===== src/rtl/seq_mul_32_pkg.sv =====
// Shared definitions for the sequential multiplier: state encoding, default
// width and the 4-bit carry-lookahead cell used at every level of the adder.
package seq_mul_32_pkg;

    localparam int unsigned DefaultWidth = 32;

    typedef enum logic [1:0] {
        StIdle = 2'd0,
        StCalc = 2'd1,
        StDone = 2'd2
    } state_e;

    // Result of one 4-wide lookahead cell: carries into each position plus
    // the group generate/propagate seen by the next level up.
    typedef struct packed {
        logic       gg;
        logic       pp;
        logic [3:0] c;
    } cla4_t;

    function automatic cla4_t cla4(input logic [3:0] g, input logic [3:0] p, input logic cin);
        cla4_t r;
        r.c[0] = cin;
        r.c[1] = g[0] | (p[0] & cin);
        r.c[2] = g[1] | (p[1] & g[0]) | (p[1] & p[0] & cin);
        r.c[3] = g[2] | (p[2] & g[1]) | (p[2] & p[1] & g[0]) | (p[2] & p[1] & p[0] & cin);
        r.gg   = g[3] | (p[3] & g[2]) | (p[3] & p[2] & g[1]) | (p[3] & p[2] & p[1] & g[0]);
        r.pp   = &p;
        return r;
    endfunction

endpackage


===== src/rtl/mul_add32.sv =====
// Combinational carry-lookahead adder: 4-bit groups, super-groups of four
// groups, and a short carry chain across super-groups. Width must be a
// multiple of 16.
module mul_add32
    import seq_mul_32_pkg::*;
#(
    parameter int unsigned Width = DefaultWidth
) (
    input  logic [Width-1:0] x,
    input  logic [Width-1:0] y,
    input  logic             cin,
    output logic [Width-1:0] sum,
    output logic             cout
);

    localparam int NumGrp = int'(Width / 4);
    localparam int NumSup = NumGrp / 4;

    logic [Width-1:0]  bit_g;
    logic [Width-1:0]  bit_p;
    logic [Width-1:0]  bit_c;
    logic [NumGrp-1:0] grp_g;
    logic [NumGrp-1:0] grp_p;
    logic [NumGrp-1:0] grp_c;
    logic [NumSup-1:0] sup_g;
    logic [NumSup-1:0] sup_p;
    logic [NumSup:0]   sup_c;

    assign bit_g = x & y;
    assign bit_p = x ^ y;

    // Level 1: generate/propagate of each 4-bit group (independent of carry-in)
    always_comb begin
        cla4_t r;
        grp_g = '0;
        grp_p = '0;
        for (int i = 0; i < NumGrp; i++) begin
            r        = cla4(bit_g[4*i +: 4], bit_p[4*i +: 4], 1'b0);
            grp_g[i] = r.gg;
            grp_p[i] = r.pp;
        end
    end

    // Level 2: generate/propagate of each super-group of four groups
    always_comb begin
        cla4_t r;
        sup_g = '0;
        sup_p = '0;
        for (int s = 0; s < NumSup; s++) begin
            r        = cla4(grp_g[4*s +: 4], grp_p[4*s +: 4], 1'b0);
            sup_g[s] = r.gg;
            sup_p[s] = r.pp;
        end
    end

    // Carries into each super-group; only two links for a 32-bit adder
    always_comb begin
        sup_c    = '0;
        sup_c[0] = cin;
        for (int s = 0; s < NumSup; s++) begin
            sup_c[s+1] = sup_g[s] | (sup_p[s] & sup_c[s]);
        end
    end

    // Carries into each group, looked ahead from the super-group carry-in
    always_comb begin
        cla4_t r;
        grp_c = '0;
        for (int s = 0; s < NumSup; s++) begin
            r                = cla4(grp_g[4*s +: 4], grp_p[4*s +: 4], sup_c[s]);
            grp_c[4*s +: 4]  = r.c;
        end
    end

    // Carries into each bit, looked ahead from the group carry-in
    always_comb begin
        cla4_t r;
        bit_c = '0;
        for (int i = 0; i < NumGrp; i++) begin
            r                = cla4(bit_g[4*i +: 4], bit_p[4*i +: 4], grp_c[i]);
            bit_c[4*i +: 4]  = r.c;
        end
    end

    assign sum  = bit_p ^ bit_c;
    assign cout = sup_c[NumSup];

endmodule


===== src/rtl/seq_mul_32.sv =====
// Sequential shift-and-add unsigned multiplier. One lookahead-adder pass per
// cycle over WIDTH cycles; the adder carry-out is shifted into the top of the
// accumulator so the 2*WIDTH-bit product is exact.
module seq_mul_32
    import seq_mul_32_pkg::*;
#(
    parameter int unsigned WIDTH = DefaultWidth,
    localparam int unsigned CNT_W = $clog2(WIDTH) + 1
) (
    input  logic               clk,
    input  logic               rst_n,
    input  logic               in_valid,
    output logic               in_ready,
    input  logic [WIDTH-1:0]   a,
    input  logic [WIDTH-1:0]   b,
    output logic               out_valid,
    input  logic               out_ready,
    output logic [2*WIDTH-1:0] p,
    output logic               busy
);

    state_e           state_q, state_d;
    logic [WIDTH-1:0] mcand_q, mcand_d;
    logic [WIDTH-1:0] acc_hi_q, acc_hi_d;
    logic [WIDTH-1:0] acc_lo_q, acc_lo_d;
    logic [CNT_W-1:0] cnt_q, cnt_d;

    logic [WIDTH-1:0] addend;
    logic [WIDTH-1:0] sum;
    logic             cout;
    logic             last_iter;

    assign addend    = acc_lo_q[0] ? mcand_q : '0;
    assign last_iter = (cnt_q == CNT_W'(WIDTH - 1));

    mul_add32 #(
        .Width (WIDTH)
    ) u_add (
        .x    (acc_hi_q),
        .y    (addend),
        .cin  (1'b0),
        .sum  (sum),
        .cout (cout)
    );

    // State register; reset aborts any in-flight multiply
    always_ff @(posedge clk or negedge rst_n) begin
        if (!rst_n) begin
            state_q <= StIdle;
        end else begin
            state_q <= state_d;
        end
    end

    // Next-state: accept in IDLE, leave CALC after the final iteration,
    // leave DONE when the consumer takes the product
    always_comb begin
        state_d = state_q;
        unique case (state_q)
            StIdle:  if (in_valid) state_d = StCalc;
            StCalc:  if (last_iter) state_d = StDone;
            StDone:  if (out_ready) state_d = StIdle;
            default: state_d = StIdle;
        endcase
    end

    // Outputs are pure decodes of the state register
    always_comb begin
        in_ready  = 1'b0;
        out_valid = 1'b0;
        busy      = 1'b0;
        unique case (state_q)
            StIdle: in_ready = 1'b1;
            StCalc: busy = 1'b1;
            StDone: begin
                out_valid = 1'b1;
                busy      = 1'b1;
            end
            default: ;
        endcase
    end

    // Datapath next values: load operands on accept, shift-add in CALC, hold otherwise
    always_comb begin
        mcand_d  = mcand_q;
        acc_hi_d = acc_hi_q;
        acc_lo_d = acc_lo_q;
        cnt_d    = cnt_q;
        unique case (state_q)
            StIdle: begin
                if (in_valid) begin
                    mcand_d  = a;
                    acc_hi_d = '0;
                    acc_lo_d = b;
                    cnt_d    = '0;
                end
            end
            StCalc: begin
                // {cout, sum, acc_lo[W-1:1]} split back into the two halves
                acc_hi_d = {cout, sum[WIDTH-1:1]};
                acc_lo_d = {sum[0], acc_lo_q[WIDTH-1:1]};
                cnt_d    = cnt_q + CNT_W'(1);
            end
            default: ;
        endcase
    end

    // Datapath registers
    always_ff @(posedge clk or negedge rst_n) begin
        if (!rst_n) begin
            mcand_q  <= '0;
            acc_hi_q <= '0;
            acc_lo_q <= '0;
            cnt_q    <= '0;
        end else begin
            mcand_q  <= mcand_d;
            acc_hi_q <= acc_hi_d;
            acc_lo_q <= acc_lo_d;
            cnt_q    <= cnt_d;
        end
    end

    assign p = {acc_hi_q, acc_lo_q};

endmodule


===== config.mk =====
export PLATFORM = sky130hd
export DESIGN_NAME = seq_mul_32
export DESIGN_NICKNAME = d
export VERILOG_FILES = /design/src/rtl/seq_mul_32_pkg.sv /design/src/rtl/mul_add32.sv /design/src/rtl/seq_mul_32.sv
export SDC_FILE = /design/constraint.sdc
export NUM_CORES = 1
export LEC_CHECK = 0
export ABC_AREA = 1
export CAP_MARGIN = 30
export CORE_ASPECT_RATIO = 1.75
export CORE_MARGIN = 3
export CORE_UTILIZATION = 41
export CTS_CLUSTER_SIZE = 24
export DETAILED_ROUTE_END_ITERATION = 16
export GPL_ROUTABILITY_DRIVEN = 0
export MAX_ROUTING_LAYER = met4
export PLACE_DENSITY_LB_ADDON = 0.12
export REMOVE_ABC_BUFFERS = 1
export SLEW_MARGIN = 20
export SYNTH_ARGS = -nofsm -noshare
export SYNTH_HDL_FRONTEND = slang
export SYNTH_SLANG_ARGS = --single-unit

===== constraint.sdc =====
create_clock -name clk -period 7.7 [get_ports clk]
set_clock_uncertainty 0.05 [all_clocks]
set_input_delay 1.155 -clock clk [delete_from_list [all_inputs] [get_ports clk]]
set_output_delay 1.155 -clock clk [all_outputs]
set_load 0.005 [all_outputs]

==> results.tsv <==
metric	value	unit
root_buffer	clkbuf_16	
synth-seq-cells	104	
status	completed	
clk_pin_slew	0.08	ns
core	14000	µm²
power.switching	1130	µW
diodes	0	
grt.busiest_layer	met2	
p_seq_share	34.1	%
io_pins	135	
ys_types	39	
synth_cells	696	
tightest_slew	0.816	ns
cts_buffer_depth	2	
p_leak	0.00388	µW
setup_viol	0	
cts_setup_buffers	0	
firstDrtPassIters	4	
clk_latency	0.35	ns
final_nets	933	
drc	0	
fin_crit	3.23	ns
ys_async_sr_fraction	100	%
antenna_left	0	
rows	57	
pwr-share-clk	16.4	%
crit_slowest_cell	dfrtp_1	
die_area	16000	µm²
worstPathRequired	6.49	ns
peakVddDrop	247	µV
avgSynthCellArea	8.53	µm²
finalPower	2880	µW
drive_above_1_share	9.81	%
drtIter0Drc	204	
path_cells	buf_4 -> clkdlybuf4s50_1	
crit_path_max_incr_delay	0.80	ns
grt_pass1_vias	5352	
cts-htree-levels	3	
ys_seq_area_share	43.8	%
yosys_warnings	0	
area_growth	31.3	%
hold_depth	1	
powerDensity	369	nW/µm²
tritoncts	yes	
use_met2	33.9	%
path_class	reg -> out	
start_util	42.3	%
finalWirelength	14600	µm
final_cells	1003	
hp-class	reg -> reg	
die_height	165	µm
die_w	97.0	µm
ctsResizeCount	0	
yosys.area.top_type_share	43.8	%
slew_headroom	45.4	%
synth_largest_area_cell	dfrtp_1	
use_met1	22.1	%
gr-usage-met3	5.00	%
ff2ff_setup_slack	4.48	ns
grt_pass1_wl	24900	µm
place_inst	985	
grt_antenna_before_repair	0	
r2r.worst_path.cells	16	
critPathMaxFanout	18	
critical_path_cell_count	2	
wl_per_cell	14.6	µm
track_usage	19.5	%
routed_via_density	5.09	
combPwrFrac	49.5	%
finalHoldViolCount	0	
synth.top_cells.by_count	nand2_1, dfrtp_1, inv_1	
rsz0062_at_grt	false	
ys.flop_type	dfrtp_1	
synthTopCellsByArea	dfrtp_1, nand2_1, ha_1	
synth_edf_count	0	
cts_sinks	104	
synth_most_common_cell	nand2_1	
cp_top_family	buffers and inverters	
dr_total_vias	5104	
cts_hold_buf	0	
period_share	42.0	%
drv_slew	0	
cp-end-kind	primary output	
cp-start-kind	flip-flop	
synth_area	5940	µm²
grt_overflow	0	
timing.fmax	310	MHz
io_buffers	134	
n_fill_cell	1289	
grt_max_degree	58	
path_buf_inv	2	
internal_power	1750	µW
fin_tns_setup	0	ns
p_sw_share	39.3	%
maxCapViolations	0	
dp_hpwl	10600	µm
cts_buffers	9	
arrival	2.03	ns
[power by group through the flow]
stage / logic (µW) / registers, µW / clock network [µW]
floorplan: 835 / 953 / 0
global placement: 1370 / 982 / 0
detailed placement: 1430 / 986 / 0
CTS: 1430 / 982 / 490
global route: 1610 / 1020 / 511
finish: 1420 / 980 / 472
[flip-flops by register name, indices dropped and copies added, names as in the netlist]
register / count
state_q: 2
acc_hi_q: 32
acc_lo_q: 32
cnt_q: 6
mcand_q: 32
[cell families (layout without fill, tap and decap cells)]
kind of cell	Yosys count	in the layout	share of synthesized area, %
AOI/OAI and AO/OA	99	99	10.5
adders and majority gates	44	44	10.3
buffers and inverters	99	229	6.43
xor gates and xnor gates	9	9	1.33
and+or+nand+nor	309	309	21.5
DFF	104	104	43.8
muxes	32	32	6.07
[cell usage in the layout (no fill, tap or decap), types with 2 or more instances in the layout]
master,count
a21o_1,4
a21oi_1,19
a22o_1,8
a22oi_1,9
a31oi_1,26
and3_1,2
buf_4,4
clkbuf_16,9
clkdlybuf4s50_1,133
dfrtp_1,104
fa_1,8
ha_1,36
inv_1,67
inv_2,6
mux2_2,32
nand2_1,199
nand2_2,10
nand2_4,2
nand3_1,30
nand3b_1,2
nand4_1,3
nor2_1,49
nor2_2,5
nor3_1,5
o21ai_0,18
o21ai_1,4
o22ai_1,2
xnor2_1,7
xor2_1,2
[per-layer routing]
metal,share of wire (%),vias up
li1,-,2520
met1,41,2441
met2,51,132
met3,6.1,11
met4,1.5,0
met5,0,-
[final cells by class]
class / instances / area (µm²) / area share [%]
clock inverters: 5 / 62.6 / 0.803
inverters: 73 / 274 / 3.52
flip-flops and latches: 104 / 2600 / 33.4
repair buffers: 140 / 1420 / 18.3
clock buffers: 11 / 243 / 3.11
well taps: 177 / 221 / 2.84
multi-input cells: 493 / 2970 / 38.1
[path summary, 6_finish.rpt]
check / start / end
max in group asynchronous: rst_n / acc_hi_q[27]
setup / recovery: acc_lo_q[0] / p[0]
hold reg to reg: cnt_q[5] / cnt_q[5]
hold / removal: cnt_q[5] / cnt_q[5]
setup reg to reg: acc_lo_q[0] / acc_hi_q[19]
min in group asynchronous: rst_n / mcand_q[8]
[stage by stage]
stage	setup slack [ns]	hold WS (ns)	utilization, %	cell area, µm²
floorplan	3.96	0.389	-	5830
global placement	3.40	0.404	52.8	7420
detailed placement	3.65	0.416	53.0	7450
CTS	4.01	0.428	55.2	7760
global route	4.17	0.456	55.5	7790
finish	4.47	0.426	55.5	7790
Power figures use the tool's default switching activity.
